--- config.mk ---
export PLATFORM = sky130hd
export DESIGN_NAME = pipelined_addsub
export DESIGN_NICKNAME = d
export VERILOG_FILES = /design/src/rtl/cordic_pkg.sv /design/src/rtl/addsub_segment.sv /design/src/rtl/fulladder.sv /design/src/rtl/pipelined_addsub.sv
export SDC_FILE = /design/constraint.sdc
export NUM_CORES = 1
export LEC_CHECK = 0
export BUFFER_PORTS_ARGS = -buffer_cell sky130_fd_sc_hd__buf_2
export CORE_MARGIN = 5
export CORE_UTILIZATION = 35
export DETAILED_ROUTE_END_ITERATION = 7
export PLACE_DENSITY = 0.6
export SLEW_MARGIN = 20
export SYNTH_ARGS = -nofsm -noshare
export SYNTH_HDL_FRONTEND = slang
export SYNTH_HIERARCHICAL = 1
export SYNTH_SLANG_ARGS = --single-unit
--- constraint.sdc ---
create_clock -name clk -period 4.92 [get_ports clk]
set_clock_uncertainty 0.2 [all_clocks]
set_input_delay 0.246 -clock clk [delete_from_list [all_inputs] [get_ports clk]]
set_output_delay 0.246 -clock clk [all_outputs]
set_load 0.01 [all_outputs]
--- src/rtl/cordic_pkg.sv ---
// Shared types and constants for the CORDIC datapath arithmetic units.
package cordic_pkg;

    typedef enum logic [1:0] {
        ADD  = 2'd0,
        SUB  = 2'd1,
        ADDS = 2'd2,
        SUBS = 2'd3
    } addsub_op_t;

    // Widest word the saturation constant helpers can describe.
    localparam int MAX_W = 64;

    // Largest positive two's-complement value of width w (0x7F..F), LSB-aligned.
    function automatic logic [MAX_W-1:0] sat_max(input int w);
        return (MAX_W'(1) << (w - 1)) - MAX_W'(1);
    endfunction

    // Most negative two's-complement value of width w (0x80..0), LSB-aligned.
    function automatic logic [MAX_W-1:0] sat_min(input int w);
        return MAX_W'(1) << (w - 1);
    endfunction

endpackage

--- src/rtl/addsub_segment.sv ---
// SEG-bit ripple segment of the pipelined adder: sum, carry-out and a
// segment-is-zero bit used to build the overall zero flag.
module addsub_segment #(
    parameter int SEG = 4
) (
    input  logic [SEG-1:0] a_i,
    input  logic [SEG-1:0] b_i,
    input  logic           cin_i,
    output logic [SEG-1:0] sum_o,
    output logic           cout_o,
    output logic           zero_o
);

    logic [SEG:0] carry;

    assign carry[0] = cin_i;

    for (genvar i = 0; i < SEG; i++) begin : g_bit
        fulladder u_fa (
            .a_i (a_i[i]),
            .b_i (b_i[i]),
            .c_i (carry[i]),
            .s_o (sum_o[i]),
            .c_o (carry[i+1])
        );
    end

    assign cout_o = carry[SEG];
    assign zero_o = (sum_o == '0);

endmodule

--- src/rtl/fulladder.sv ---
// One-bit full adder cell, the building block of the carry chain.
module fulladder (
    input  logic a_i,
    input  logic b_i,
    input  logic c_i,
    output logic s_o,
    output logic c_o
);

    assign s_o = a_i ^ b_i ^ c_i;
    assign c_o = (a_i & b_i) | (a_i & c_i) | (b_i & c_i);

endmodule

--- src/rtl/pipelined_addsub.sv ---
// Pipelined two's-complement adder/subtractor. The carry chain is split into
// STAGES segments, one per register stage; operands ride along with the
// partial sum so every operation stays coherent. One operation per cycle,
// valid/ready handshake with a global stall, cout/ovf/zero flags.
// Optional signed saturation for ADDS/SUBS: define ADDSUB_SATURATE_EN.
module pipelined_addsub
    import cordic_pkg::*;
#(
    parameter int BITWIDTH = 16,
    parameter int STAGES   = 4
) (
    input  logic                clk,
    input  logic                rst_n,
    input  logic                in_valid,
    output logic                in_ready,
    input  logic [BITWIDTH-1:0] a,
    input  logic [BITWIDTH-1:0] b,
    input  logic [1:0]          op,
    output logic                out_valid,
    input  logic                out_ready,
    output logic [BITWIDTH-1:0] result,
    output logic                cout,
    output logic                ovf,
    output logic                zero
);

    localparam int SEG  = BITWIDTH / STAGES;
    localparam int MSB  = BITWIDTH - 1;
    localparam int LAST = STAGES - 1;

    logic                adv;
    logic [BITWIDTH-1:0] b_eff;

    // Per-stage state: operands (b already conditioned), partial sum,
    // carry into the next segment, running zero, valid.
    logic [BITWIDTH-1:0] a_q   [STAGES];
    logic [BITWIDTH-1:0] bx_q  [STAGES];
    logic [BITWIDTH-1:0] sum_q [STAGES];
    logic [BITWIDTH-1:0] a_d   [STAGES];
    logic [BITWIDTH-1:0] bx_d  [STAGES];
    logic [BITWIDTH-1:0] sum_d [STAGES];
    logic [STAGES-1:0]   c_q, c_d;
    logic [STAGES-1:0]   z_q, z_d;
    logic [STAGES-1:0]   vld_q, vld_d;
`ifdef ADDSUB_SATURATE_EN
    logic [STAGES-1:0]   sat_q, sat_d;
`else
    logic                unused_op1;
    assign unused_op1 = op[1];
`endif

    // The whole pipe moves together; a full output that is not taken freezes it.
    assign adv       = !out_valid || out_ready;
    assign in_ready  = adv;
    assign out_valid = vld_q[LAST];

    // Subtraction is a + ~b + 1, the +1 being the stage-0 carry-in.
    assign b_eff = op[0] ? ~b : b;

    for (genvar k = 0; k < STAGES; k++) begin : g_stage
        localparam logic [BITWIDTH-1:0] SEG_MASK = BITWIDTH'({SEG{1'b1}}) << (k * SEG);

        logic [BITWIDTH-1:0] src_a, src_bx, src_sum;
        logic                src_c, src_z, src_v;
        logic [SEG-1:0]      seg_sum;
        logic                seg_c, seg_z;

        if (k == 0) begin : g_first
            assign src_a   = a;
            assign src_bx  = b_eff;
            assign src_sum = '0;
            assign src_c   = op[0];
            assign src_z   = 1'b1;
            assign src_v   = in_valid;
`ifdef ADDSUB_SATURATE_EN
            assign sat_d[k] = op[1];
`endif
        end else begin : g_next
            assign src_a   = a_q[k-1];
            assign src_bx  = bx_q[k-1];
            assign src_sum = sum_q[k-1];
            assign src_c   = c_q[k-1];
            assign src_z   = z_q[k-1];
            assign src_v   = vld_q[k-1];
`ifdef ADDSUB_SATURATE_EN
            assign sat_d[k] = sat_q[k-1];
`endif
        end

        addsub_segment #(
            .SEG (SEG)
        ) u_seg (
            .a_i    (src_a[k*SEG +: SEG]),
            .b_i    (src_bx[k*SEG +: SEG]),
            .cin_i  (src_c),
            .sum_o  (seg_sum),
            .cout_o (seg_c),
            .zero_o (seg_z)
        );

        assign a_d[k]   = src_a;
        assign bx_d[k]  = src_bx;
        assign sum_d[k] = (src_sum & ~SEG_MASK) | (BITWIDTH'(seg_sum) << (k * SEG));
        assign c_d[k]   = seg_c;
        assign z_d[k]   = src_z & seg_z;
        assign vld_d[k] = src_v;
    end

    // Datapath stage registers: no reset, they only matter when valid is set.
    always_ff @(posedge clk) begin
        if (adv) begin
            for (int k = 0; k < STAGES; k++) begin
                a_q[k]   <= a_d[k];
                bx_q[k]  <= bx_d[k];
                sum_q[k] <= sum_d[k];
            end
            c_q <= c_d;
            z_q <= z_d;
`ifdef ADDSUB_SATURATE_EN
            sat_q <= sat_d;
`endif
        end
    end

    // Valid bits: reset discards everything in flight.
    always_ff @(posedge clk or negedge rst_n) begin
        if (!rst_n) begin
            vld_q <= '0;
        end else if (adv) begin
            vld_q <= vld_d;
        end
    end

    // ---- Last stage: flags and optional clamp ----
    logic                raw_ovf;
    logic [BITWIDTH-1:0] res_fin;
    logic                zero_fin;

    assign raw_ovf = (a_q[LAST][MSB] == bx_q[LAST][MSB]) &&
                     (sum_q[LAST][MSB] != a_q[LAST][MSB]);

`ifdef ADDSUB_SATURATE_EN
    localparam logic [BITWIDTH-1:0] SMAX = BITWIDTH'(sat_max(BITWIDTH));
    localparam logic [BITWIDTH-1:0] SMIN = BITWIDTH'(sat_min(BITWIDTH));

    logic clamp;
    assign clamp    = sat_q[LAST] && raw_ovf;
    assign res_fin  = clamp ? (a_q[LAST][MSB] ? SMIN : SMAX) : sum_q[LAST];
    // A clamped value is never zero.
    assign zero_fin = z_q[LAST] && !clamp;
`else
    assign res_fin  = sum_q[LAST];
    assign zero_fin = z_q[LAST];
`endif

    // Outputs read as zero whenever nothing valid is presented.
    assign result = out_valid ? res_fin : '0;
    assign cout   = out_valid && c_q[LAST];
    assign ovf    = out_valid && raw_ovf;
    assign zero   = out_valid && zero_fin;

endmodule

==> key figures <==
Synthesis
  – Post-Syn Area per Cell: 22.4 sq um
  – Yosys reg bits: 102
  – Cells after synthesis: 171
  – Post-synth cell types: 15
  – Mapped Nets: 225
  – Synth Warn #: 6
  – Sequential-to-total area share from yosys stat: 0.796
  – Post-Syn Area: 3820 sq um

Timing
  – Final WS setup: 2.06 ns
  – Final Critical Period: 2.86 ns
  – Slew HR: 0.554
  – Period utilization: 0.580
  – Max-slew violations: 0
  – Final hold violation count: 0
  – Max Fclk: 350 MHz
  – Worst hold slack: 0.0731 ns
  – Setup TNS Final: 0 ns
  – # setup viols final: 0
  – RSZ-0062 raised after global routing: false
  – Least-Margin Pin Slew: 0.669 ns

Floorplanning
  – Chip height: 115 microns
  – Initial Util: 0.354
  – DIE AREA: 13100 sq um
  – I/O pin total: 59
  – Die Width: 115 microns
  – Core Box Area: 10800 sq um
  – # rows: 38

Pwr
  – Lkg Pwr: 1.78 nW
  – PD cells: 533 nW/um^2
  – Worst vdd ir: 0.000177 V
  – Tot Pwr: 2.50 mW

Routing
  – Initial DRC count: 64
  – # DRC: 0
  – Total Wirelength: 4720 microns
  – Via count: 1624
  – Final ANT Viol Nets: 0
  – DR vias/cell: 3.98
  – DR pass1 iterations: 4
  – Avg WL per Cell: 11.6 microns

Layout
  – Antenna diodes: 0
  – Fin area: 4690 sq um
  – Layout area overhead: 22.7%
  – Utilization after layout: 0.435
  – Final net count: 317
  – Share of layout cells above drive strength 1: 0.313
  – Non-filler cells, final: 408

Worst setup path
  – Crit-path max FO: 2
  – R2r worst-path depth: 6
  – Setup crit start kind: flop
  – Worst-path cell chain: fa_1 > fa_1 > fa_1 > fa_1 > nor4_2 > and2_1
  – Critical R2R Launch: a_q[2][12]
  – Crit-path leading delay family: adder cells
  – Slowest CP cell: fa_1
  – FF-to-FF setup slack: 2.06 ns
  – Reg2reg end: z_q[3]
  – Worst Path Arrival: 2.88 ns
  – Req. time, crit path: 4.94 ns
  – Worst setup EP type: flop
  – CP Class: flop to flop
  – Bufs and invs on worst path: 0
  – CP max stage delay: 0.48 ns
  – Most numerous cell on the critical path: fa_1

Clocking
  – Reg clk slew, reported paths: 0.09 ns
  – CTS tree: done
  – Clock root buffer master: clkbuf_8
  – Post-CTS setup repair buffer count: 0
  – Clock Latency Late Sink: 0.36 ns
  – CTS sink cnt: 102
  – H-tree levels: 3
  – CTS max path bufs: 2
  – CTS buffer count: 9

Min path
  – Hold Crit Start: a[3]
  – Hold path cells: 2
  – HP Class: input port to flop
  – Hold Path End: c_q[0]

Global route
  – Vias in the first global route: 1716
  – GR Util All Layers: 0.0797
  – Largest net degree at the start of global routing: 53
  – First-pass GRT wire length: 8150 microns
  – Initial antenna violation count: 0
  – Grt total ovfl: 0

Placement
  – Area after DPL: 4240 sq um
  – Routability cong.: 0.700
  – Placed cells: 365
  – Port bufs: 57
  – Placed wire-length estimate: 3270 microns
  – Pre-CTS setup slack: 1.79 ns

Run status
  – Outcome: finished clean

Flow run
  – Max-Cap Viols: 0
-- cells by family (layout without fill, tap and decap cells) --
logic type                 count (synthesis)  in the layout  share of synthesized area
buffers and inverters                      5            102                     0.0137
AOI/OAI and AO/OA                          1              1                    0.00327
adders and majority gates                 16             16                     0.0837
muxes                                      3              3                     0.0118
DFF                                      102            102                      0.796
xor gates and xnor gates                  16             16                     0.0366
and+or+nand+nor                           28             28                     0.0553
-- cell usage after synthesis --
cell	count	area, sq um
and2_1	20	125
buf_6	3	33.8
buf_8	1	15.0
dfrtp_1	4	100
edfxtp_1	98	2940
fa_1	16	320
inv_1	1	3.75
mux2_4	3	45.0
nand2_2	1	6.26
nand2b_4	1	13.8
nand4b_1	1	8.76
nor4_2	4	50.1
o31ai_2	1	12.5
or2b_1	1	7.51
xor2_1	16	140
-- layer usage --
metal  part of all wire  global-route usage  vias to the layer above
met1               0.47               0.104                      765
met2               0.47               0.122                       42
met5                  0                   0                        -
met4              0.016              0.0333                        0
li1                   -                   -                      811
met3              0.053              0.0275                        6
-- state kept, by name (all words and copies together) (netlist names) --
signal and cells:
sum_q 40, a_q 25, bx_q 25, c_q 4, vld_q 4, z_q 4
-- where the power goes --
part	leakage, nW	switching [mW]	total, mW	internal, mW
Clock	0.0948	0.282	0.472	0.190
Sequential	1.03	0.106	1.47	1.37
Combinational	0.648	0.304	0.556	0.252
Total	1.78	0.692	2.50	1.81
-- placed cells by master (no fill, tap or decap), types with 2 or more instances in the layout --
| master | count |
|---|---|
| fa_1 | 16 |
| buf_2 | 57 |
| edfxtp_1 | 98 |
| clkbuf_8 | 9 |
| nor4_2 | 4 |
| clkinv_2 | 2 |
| inv_6 | 4 |
| xor2_1 | 16 |
| and2_1 | 20 |
| dfrtp_1 | 4 |
| mux2_4 | 3 |
| dlygate4sd3_1 | 27 |
-- layout make-up --
type                            count  area, sq um
Sequential cell                   102         3040
Clock buffer                        9          124
Timing Repair Buffer               85          563
Clock inverter                      7         53.8
Multi-Input combinational cell     64          729
Fill cell                         928         6100
Tap cell                          140          175
Inverter                            1         3.75
-- worst register-to-register path, stage by stage, from the launching register on --
cell and delay [ns]:
edfxtp_1 0.42, fa_1 0.48, fa_1 0.39, fa_1 0.41, fa_1 0.48, nor4_2 0.21
and2_1 0.15
-- repair_timing --
item / 4_1_cts / 5_1_grt
gates resized for setup: 0 / 0
endpoints found under the hold margin: 29 / 0
hold buffers: 27 / 0
-- worst max-delay path by stage --
stage,startpoint,endpoint,slack (ns),depth (start not counted)
after CTS,a_q[2][12],z_q[3],2.03,6
final,a_q[2][12],z_q[3],2.06,6
after global placement,op[0],z_q[0],1.83,7
after global routing,a_q[2][12],z_q[3],1.93,6
after detailed placement,op[0],z_q[0],1.79,7
after floorplan,op[0],z_q[0],2.21,7
Note: power is estimated with default switching activity, not from simulation.
